===== config.mk =====
export PLATFORM = sky130hd
export DESIGN_NAME = ddu_debug_unit
export DESIGN_NICKNAME = d
export VERILOG_FILES = /design/src/rtl/ddu_debug_unit.sv
export SDC_FILE = /design/constraint.sdc
export NUM_CORES = 1
export LEC_CHECK = 0
export CORE_MARGIN = 1
export CORE_UTILIZATION = 48
export CTS_BUF_LIST = sky130_fd_sc_hd__clkbuf_16
export CTS_CLUSTER_DIAMETER = 30
export DETAILED_ROUTE_END_ITERATION = 10
export PLACE_DENSITY_LB_ADDON = 0.1
export SETUP_SLACK_MARGIN = 0.5
export SLEW_MARGIN = 20
export SYNTH_ARGS = -nofsm -noshare
export SYNTH_HDL_FRONTEND = slang
export SYNTH_SLANG_ARGS = --single-unit

===== constraint.sdc =====
create_clock -name i_clk -period 3.35 [get_ports i_clk]
set_input_delay 0.67 -clock i_clk [delete_from_list [all_inputs] [get_ports i_clk]]
set_output_delay 0.67 -clock i_clk [all_outputs]
set_load 0.01 [all_outputs]

===== src/rtl/ddu_debug_unit.sv =====
// Debug/display front end for the multicycle CPU: buttons -> cont/run/ddu_addr, data -> 7-seg/LEDs.
// Define DDU_STEP_COUNT_EN to count single-step pulses on o_step_cnt.
module ddu_debug_unit #(
    parameter int DEB_CYCLES = 1000000,
    parameter int SCAN_DIV   = 100000,
    parameter int ADDR_W     = 8
) (
    input  logic        i_clk,
    input  logic        i_rst_n,
    input  logic        i_cont_sw,
    input  logic        i_step_btn,
    input  logic        i_inc_btn,
    input  logic        i_dec_btn,
    input  logic        i_mem_sel,
    input  logic [31:0] i_mem_data,
    input  logic [31:0] i_reg_data,
    input  logic [31:0] i_pc,
    output logic        o_cont,
    output logic        o_run,
    output logic [31:0] o_ddu_addr,
    output logic [7:0]  o_an,
    output logic [7:0]  o_seg,
    output logic [15:0] o_led,
    output logic [15:0] o_step_cnt
);

    localparam int DW = $clog2(DEB_CYCLES + 1);
    localparam int SW = $clog2(SCAN_DIV + 1);

    logic [3:0]        r_sync1;
    logic [3:0]        r_sync2;
    logic [2:0]        w_deb;
    logic [2:0]        r_deb_q;
    logic [2:0]        r_pulse;
    logic              r_run;
    logic [ADDR_W-1:0] r_addr;
    logic [SW-1:0]     r_div;
    logic [2:0]        r_idx;
    logic [7:0]        r_an;
    logic [7:0]        r_seg;
    logic [7:0]        w_seg;
    logic [15:0]       r_led;
    logic [31:0]       w_word;
    logic [3:0]        w_nib;
    logic              w_unused;

    // bit order {dec, inc, step, cont}
    always_ff @(posedge i_clk) begin
        if (!i_rst_n) begin
            r_sync1 <= '0;
            r_sync2 <= '0;
        end else begin
            r_sync1 <= {i_dec_btn, i_inc_btn, i_step_btn, i_cont_sw};
            r_sync2 <= r_sync1;
        end
    end

    for (genvar g = 0; g < 3; g++) begin : g_deb
        logic [DW-1:0] r_cnt;
        logic          r_lvl;

        always_ff @(posedge i_clk) begin
            if (!i_rst_n) begin
                r_cnt <= '0;
                r_lvl <= 1'b0;
            end else if (r_sync2[g+1] == r_lvl) begin
                r_cnt <= '0;
            end else if (r_cnt == DW'(DEB_CYCLES - 1)) begin
                r_lvl <= r_sync2[g+1];
                r_cnt <= '0;
            end else begin
                r_cnt <= r_cnt + DW'(1);
            end
        end

        assign w_deb[g] = r_lvl;
    end

    // pulse bits {dec, inc, step}
    always_ff @(posedge i_clk) begin
        if (!i_rst_n) begin
            r_deb_q <= '0;
            r_pulse <= '0;
            r_run   <= 1'b0;
            r_addr  <= '0;
        end else begin
            r_deb_q <= w_deb;
            r_pulse <= w_deb & ~r_deb_q;
            r_run   <= r_pulse[0] & ~r_sync2[0];
            case ({r_pulse[2], r_pulse[1]})
                2'b01:   r_addr <= r_addr + ADDR_W'(1);
                2'b10:   r_addr <= r_addr - ADDR_W'(1);
                default: r_addr <= r_addr;
            endcase
        end
    end

    assign w_word = i_mem_sel ? i_mem_data : i_reg_data;
    assign w_nib  = w_word[{r_idx, 2'b00} +: 4];

    always_comb begin
        w_seg = 8'hFF;
        case (w_nib)
            4'h0: w_seg = 8'hC0;
            4'h1: w_seg = 8'hF9;
            4'h2: w_seg = 8'hA4;
            4'h3: w_seg = 8'hB0;
            4'h4: w_seg = 8'h99;
            4'h5: w_seg = 8'h92;
            4'h6: w_seg = 8'h82;
            4'h7: w_seg = 8'hF8;
            4'h8: w_seg = 8'h80;
            4'h9: w_seg = 8'h90;
            4'hA: w_seg = 8'h88;
            4'hB: w_seg = 8'h83;
            4'hC: w_seg = 8'hC6;
            4'hD: w_seg = 8'hA1;
            4'hE: w_seg = 8'h86;
            4'hF: w_seg = 8'h8E;
            default: w_seg = 8'hFF;
        endcase
    end

    // an/seg come from the pre-increment index so every digit gets a full SCAN_DIV
    always_ff @(posedge i_clk) begin
        if (!i_rst_n) begin
            r_div <= '0;
            r_idx <= '0;
            r_an  <= 8'hFF;
            r_seg <= 8'hFF;
            r_led <= '0;
        end else begin
            if (r_div == SW'(SCAN_DIV - 1)) begin
                r_div <= '0;
                r_idx <= r_idx + 3'd1;
            end else begin
                r_div <= r_div + SW'(1);
            end
            r_an  <= ~(8'b1 << r_idx);
            r_seg <= w_seg;
            r_led <= {o_ddu_addr[7:0], i_pc[9:2]};
        end
    end

`ifdef DDU_STEP_COUNT_EN
    logic        r_cont_d;
    logic [15:0] r_step_cnt;

    always_ff @(posedge i_clk) begin
        if (!i_rst_n) begin
            r_cont_d   <= 1'b0;
            r_step_cnt <= '0;
        end else begin
            r_cont_d <= r_sync2[0];
            if (r_sync2[0] & ~r_cont_d)
                r_step_cnt <= '0;
            else if (r_run)
                r_step_cnt <= r_step_cnt + 16'd1;
        end
    end

    assign o_step_cnt = r_step_cnt;
`else
    assign o_step_cnt = 16'd0;
`endif

    assign w_unused   = &{1'b0, i_pc[31:10], i_pc[1:0]};
    assign o_cont     = r_sync2[0];
    assign o_run      = r_run;
    assign o_ddu_addr = {{(32 - ADDR_W){1'b0}}, r_addr};
    assign o_an       = r_an;
    assign o_seg      = r_seg;
    assign o_led      = r_led;

endmodule


==> reports/metrics.csv, run 1 <==
stage,metric,value,unit
flow_run,drv_cap,0,
yosys,ys_ff_latch,137,
floorplanning,ios,185,
critical_path,reg2reg_from,r_idx[0],
floorplanning,rows,42,
yosys,synth-async-reset-ratio,0,%
global_routing,grt_max_degree,38,
timing,rsz0062_at_grt,yes,
global_routing,grt_pass1_vias,4775,
timing,worstMarginPinSlew,0.7395,ns
placement,place_congestion,0.8093,
timing,hold_slack,0.3809,ns
detailed_routing,ant_nets,0,
timing,finalCriticalPeriod,2.771,ns
detailed_routing,drt_pass1_iterations,4,
finish,drive_above_1_share,8.606,%
global_routing,grt_usage,19.14,%
global_routing,grt_overflow_total,0,
finish,fin_area,8373,um^2
timing,finalHoldViolations,0,
timing,tns,0,ns
finish,most-common-layout-cells,"dfxtp_1 (137), clkdlybuf4s50_1 (118), nor2_1 (100)",
clocking,numCtsBuffers,17,
placement,hpwl,9.446,mm
finish,multi_input_area,3390,um^2
power_and_ir_drop,ir_drop,0.3473,mV
critical_path,crit_type,primary input to register,
floorplanning,die_w,118.3,um
detailed_routing,wl,12.85,mm
timing,min_period_over_period,82.71,%
critical_path,startpoint_type,primary input,
finish,fin_nets,932,
floorplanning,die-area,14000,um^2
finish,fill_cells,1122,
global_routing,antenna_found_initial,0,
yosys,netlist.area_leader.share,42.23,%
detailed_routing,via_per_inst,4.956,
power_and_ir_drop,leakagePower,3.138,nW
timing,setup_viol,0,
critical_path,startpoint,i_mem_sel,
timing,finalClockSkew,0.005868,ns
yosys,yosys.area.top_type,dfxtp_1,
critical_path,cp_max_fo,10,
finish,fin_util,63.23,%
clocking,cts_tree,built,
yosys,ys_dominant_reg_cell,dfxtp_1,
worst_hold_path,min_from,r_deb_q[0],
detailed_routing,routed-via-count,4961,
critical_path,end_kind,register,
timing,max_freq,360.9,MHz
finish,syn_to_final_growth,28.92,%
finish,final_common_cell,dfxtp_1,
yosys,syn_area_per_cell,9.386,um^2
critical_path,worstPathRequired,3.63,ns
status,status,"finished, final reports clean",
critical_path,crit_arrival,3.05,ns
floorplanning,die_y,118.3,um
yosys,syn_area,6495,um^2
power_and_ir_drop,p_per_area,477.2,nW/um^2
detailed_routing,drt_iter0_drc,173,
clocking,cts_sinks,137,
clocking,cts.clk_slew.worst_paths,0.06,ns
finish,seq_area,2743,um^2
yosys,yosysSeqAreaShare,42.23,%
global_routing,grt_pass1_wl,21.49,mm
floorplanning,core-area,13240,um^2
placement,port_buffers,119,
yosys,synth_area_leaders,"dfxtp_1 (42%), xor2_1 (6.2%), nor2_1 (5.8%)",
yosys,synthDistinctLibCells,57,
yosys,syn_inst,692,
yosys,ys_warn_count,0,
placement,dpl-instance-area,7654,um^2
timing,slew_headroom,50.55,%
clocking,cts_root_buffer,clkbuf_16,
yosys,synth_edf_count,0,
clocking,clkLatencyLatePin,0.41,ns
detailed_routing,drc,0,
timing,drv_slew,0,
clocking,htree_levels,4,
finish,diodes,0,
detailed_routing,avgRoutedWirePerCell,12.84,um
worst_hold_path,hold_path.class,register to register,
floorplanning,start_util,49.05,%
clocking,clock_path_buffers,2,
## where the power goes
part / total [W] / internal (W) / leakage [nW] / switching (W)
combinational: 0.000282 / 0.000172 / 1.72 / 0.000110
sequential: 0.00166 / 0.00165 / 1.11 / 0.0000109
clock: 0.00205 / 0.00138 / 0.311 / 0.000667
## repair_timing
item                       in CTS  in global routing
setup buffers                   0                  7
setup endpoints to repair       0                  5
hold buffers                    0                  0
resized for setup               0                  4
## per-layer routing
metal / wire length, um / global-route usage (%)
met4: 234 / 8.574
met5: 0 / 0
met3: 413 / 4.778
met1: 5631 / 22.38
met2: 6575 / 32.94
## final timing paths
check	cells after the start	to	slack, ns
worst min-delay path	1	r_pulse[0]	0.38
worst min register to register	1	r_pulse[0]	0.38
worst max register to register	8	o_seg[5]	0.85
worst max-delay path	10	o_seg[5]	0.58
## worst max-delay path, cell delays in order
cell,delay [ns]
clkdlybuf4s50_1,0.50
buf_12,0.13
buf_4,0.11
mux4_2,0.48
a22oi_1,0.26
nand2_1,0.19
ha_2,0.25
mux2_1,0.30
nand2_1,0.07
o311ai_1,0.09
## state kept, by name (all words and copies together), names as in the netlist, 4 cells and up
signal and cells:
g_deb.r_cnt 60, o_an 8, o_led 16, o_seg 7, r_addr 8, r_div 17, r_sync1 4, r_sync2 4
## stage by stage
stage / power (W) / setup slack, ns / std cells
3_5_place_dp: 0.001974 / 0.08167 / 962
5_1_grt: 0.004134 / 0.4865 / 1001
6_report: 0.003996 / 0.5791 / 1001
2_1_floorplan: 0.001869 / 0.5109 / 731
4_1_cts: 0.004043 / 0.5272 / 994
3_3_place_gp: 0.001969 / 0.1422 / 962
## layout make-up
cell class / instances / area share [%]
multi-input cells: 506 / 40.48
well taps: 176 / 2.630
clock buffers: 17 / 5.081
clock inverters: 15 / 2.764
flip-flops and latches: 137 / 32.76
repair buffers: 132 / 15.48
inverters: 18 / 0.8069
## synth_stat cells, drive strengths merged, types with 2 or more instances
cell type	n
a22oi	4
buf	54
mux2i	12
ha	17
or3	6
mux2	5
dfxtp	137
a21oi	8
nor2b	12
xor2	46
nand2	43
nor2	100
mux4	16
nor3b	2
and2	33
nand3	43
and3b	5
xnor2	32
nor4	11
or4b	2
nor4b	2
nand3b	3
clkbuf	16
nand2b	3
and3	9
nand4	12
o211ai	3
a21o	2
inv	18
conb	2
o21ai	8
and4	3
nor3	8
## cell families after synthesis
family                     count (synthesis)  synth area share [%]
and+or+nand+nor                          298                 22.91
muxes                                     33                 8.438
AOI/OAI and AO/OA                         39                 4.527
buffers and inverters                     88                 7.995
DFF                                      137                 42.23
xor gates and xnor gates                  78                 10.52
adders and majority gates                 17                 3.275
other                                      2                0.1156
No activity file was read; power rests on OpenSTA's default activity.
==> run 2: changes to the inputs <==
--- a/config.mk
+++ b/config.mk
@@ -6,7 +6,7 @@
 export NUM_CORES = 1
 export LEC_CHECK = 0
 export CORE_MARGIN = 1
-export CORE_UTILIZATION = 48
+export CORE_UTILIZATION = 43
 export CTS_BUF_LIST = sky130_fd_sc_hd__clkbuf_16
 export CTS_CLUSTER_DIAMETER = 30
 export DETAILED_ROUTE_END_ITERATION = 10
==> constraint.sdc (replaced) <==
create_clock -name i_clk -period 2.3 [get_ports i_clk]
set_input_delay 0.46 -clock i_clk [delete_from_list [all_inputs] [get_ports i_clk]]
set_output_delay 0.46 -clock i_clk [all_outputs]
set_load 0.01 [all_outputs]
==> reports/metrics.csv, run 2 (synthesized netlist as in run 1, its figures left out) <==
stage,metric,value,unit,change
clocking,htree_levels,4,,unchanged
critical_path,cp.depth,10,,unchanged
power_and_ir_drop,ir_drop,0.5796,mV,+67%
placement,dp.cells,988,,+2.7%
detailed_routing,drt_iter0_drc,242,,+40%
critical_path,crit_arrival,2.59,ns,-0.46 ns
timing,hold_slack,0.3771,ns,-0.003789 ns
floorplanning,start_util,44.35,%,-4.7 points
power_and_ir_drop,leakagePower,3.611,nW,+15%
detailed_routing,routed-via-count,5271,,+6.2%
clocking,numCtsBuffers,17,,unchanged
detailed_routing,via_per_inst,4.954,,about the same
finish,final_cells,1064,,+6.3%
placement,hpwl,10.16,mm,+7.6%
global_routing,grt_pass1_vias,5095,,+6.7%
detailed_routing,drt_pass1_iterations,7,,+3
floorplanning,ios,185,,unchanged
global_routing,grt_overflow_total,0,,unchanged
status,failed_checks,design-rule violations,,
timing,setup_viol,0,,unchanged
critical_path,worstPathRequired,2.66,ns,-0.97 ns
detailed_routing,ant_nets,0,,unchanged
clocking,cts_root_buffer,clkbuf_16,,
clocking,cts_sinks,137,,unchanged
critical_path,crit_type,register to register,,
floorplanning,die-area,15600,um^2,+11%
floorplanning,die_w,124.9,um,+5.6%
finish,diodes,0,,unchanged
flow_run,drv_cap,0,,unchanged
finish,syn_to_final_growth,43.07,%,
placement,port_buffers,119,,unchanged
timing,finalHoldViolations,0,,unchanged
critical_path,crit_path_top_delay_cell,or4b_1,,
finish,final_common_cell,dfxtp_1,,
finish,most-common-layout-cells,"dfxtp_1 (121), clkdlybuf4s50_1 (82), nor2_1 (81)",,
detailed_routing,wl,15.07,mm,+17%
critical_path,r2r.worst_path.cells,10,,+2
critical_path,crit_chain,inv_2 -> ha_4 -> buf_4 -> buf_8 -> and3b_1 -> a32oi_1 -> a21oi_2 -> mux2_4 -> or4b_1 -> nand2_1,,
critical_path,startpoint_type,register,,
timing,finalClockSkew,0.008936,ns,+0.003068 ns
floorplanning,die_y,124.9,um,+5.6%
critical_path,crit_end,r_addr[7],,
placement,place_congestion,0.8500,,+5.0%
timing,finalCriticalPeriod,2.235,ns,
critical_path,max_stage_delay,0.46,ns,-0.04 ns
global_routing,antenna_found_initial,0,,unchanged
floorplanning,core-area,14640,um^2,+11%
timing,rsz0062_at_grt,yes,,
critical_path,reg2reg_from,r_pulse[1],,
critical_path,critPathTopFamily,simple AND/OR/NAND/NOR gates,,
power_and_ir_drop,fin_total_pwr,0.005649,W,+41%
clocking,clkLatencyLatePin,0.42,ns,about the same
clocking,cts_tree,built,,
finish,largest_reg_flops,60,,unchanged
timing,max_freq,447.4,MHz,
critical_path,startpoint,r_pulse[1],,
timing,min_period_over_period,97.18,%,
critical_path,cp_max_fo,9,,-1
finish,drive_above_1_share,24.20,%,+16 points
critical_path,r2r_end,r_addr[7],,
floorplanning,rows,44,,+4.8%
critical_path,reg2reg_slack,0.06,ns,-0.79 ns
timing,worstMarginPinSlew,0.6679,ns,-0.07156 ns
global_routing,grt_max_degree,43,,+13%
critical_path,end_kind,register,,
detailed_routing,avgRoutedWirePerCell,14.17,um,+10%
timing,slew_headroom,55.47,%,+4.9 points
global_routing,grt_usage,18.84,%,-0.29 points
clocking,clock_path_buffers,2,,unchanged
critical_path,path_buf_inv,3,,unchanged
power_and_ir_drop,p_per_area,607.9,nW/um^2,+27%
worst_hold_path,hold_path.class,register to register,,
status,status,"finished, violations left",,
clocking,cts.clk_slew.worst_paths,0.06,ns,about the same
finish,largest_register,g_deb.r_cnt,,
finish,fin_nets,987,,+5.9%
timing,drv_slew,0,,unchanged
detailed_routing,drc,6,,+6
finish,fill_cells,1185,,+5.6%
global_routing,grt_pass1_wl,23.84,mm,+11%
==> run 2: worst reg2reg max path, cell delays in order (launching register included) <==
cell     delay [ns]
dfxtp_2        0.32
inv_2          0.04
ha_4           0.17
buf_4          0.14
buf_8          0.12
and3b_1        0.23
a32oi_1        0.13
a21oi_2        0.18
mux2_4         0.33
or4b_1         0.46
nand2_1        0.07
==> run 2: what timing repair did <==
item / in CTS / in global routing
hold buffers: 0 / 0
pin swaps: 32 / 43
setup buffers: 18 / 20
setup endpoints to repair: 75 / 97
gates cloned: 4 / 2
hold endpoints to repair: 0 / 0
resized for setup: 95 / 89
==> run 2: cell type report <==
cell class / count / area [um^2] / area share [%]
Clock buffer: 17 / 425.4 / 4.578
Sequential cell: 137 / 2773 / 29.84
Timing Repair Buffer: 187 / 1788 / 19.24
Multi-Input combinational cell: 506 / 3835 / 41.27
Inverter: 18 / 67.56 / 0.7271
Tap cell: 184 / 230.2 / 2.477
Clock inverter: 15 / 173.9 / 1.872
==> run 2: metrics by stage <==
step	area (um^2)	setup slack [ns]	TNS [ns]	utilization, %
after floorplan	6735	-0.2368	-0.6309	-
after global routing	9293	-0.02920	-0.04715	63.46
after CTS	8802	0.09380	0	60.11
after global placement	7866	-0.6160	-3.767	53.72
final	9293	0.06476	0	63.46
after detailed placement	7866	-0.6612	-3.993	53.72
==> run 2: how the worst min path moves through the flow <==
| stage | start | to | slack, ns | depth (start not counted) |
|---|---|---|---|---|
| 2_1_floorplan | r_deb_q[0] | r_pulse[0] | 0.37 | 1 |
| 3_3_place_gp | r_deb_q[0] | r_pulse[0] | 0.37 | 1 |
| 3_5_place_dp | r_deb_q[1] | r_pulse[1] | 0.38 | 1 |
| 4_1_cts | r_deb_q[1] | r_pulse[1] | 0.38 | 1 |
| 5_1_grt | r_deb_q[0] | r_pulse[0] | 0.41 | 1 |
| 6_report | r_deb_q[1] | r_pulse[1] | 0.38 | 1 |
==> run 2: metal layers <==
layer  vias to the layer above  share of wire [%]  global-route usage [%]
li1                       2607                  -                       -
met1                      2521                 44                   22.70
met2                       116                 50                   32.39
met3                        27                4.0                   4.897
met4                         0                2.0                   6.887
met5                         -                  0                       0
==> run 2: report_power, final <==
group	switching, W	leakage [nW]	total, W	internal (W)
Clock	0.00103	0.290	0.00274	0.00171
Combinational	0.000197	2.20	0.000488	0.000291
Sequential	0.0000187	1.12	0.00242	0.00240
Total	0.00125	3.61	0.00565	0.00440
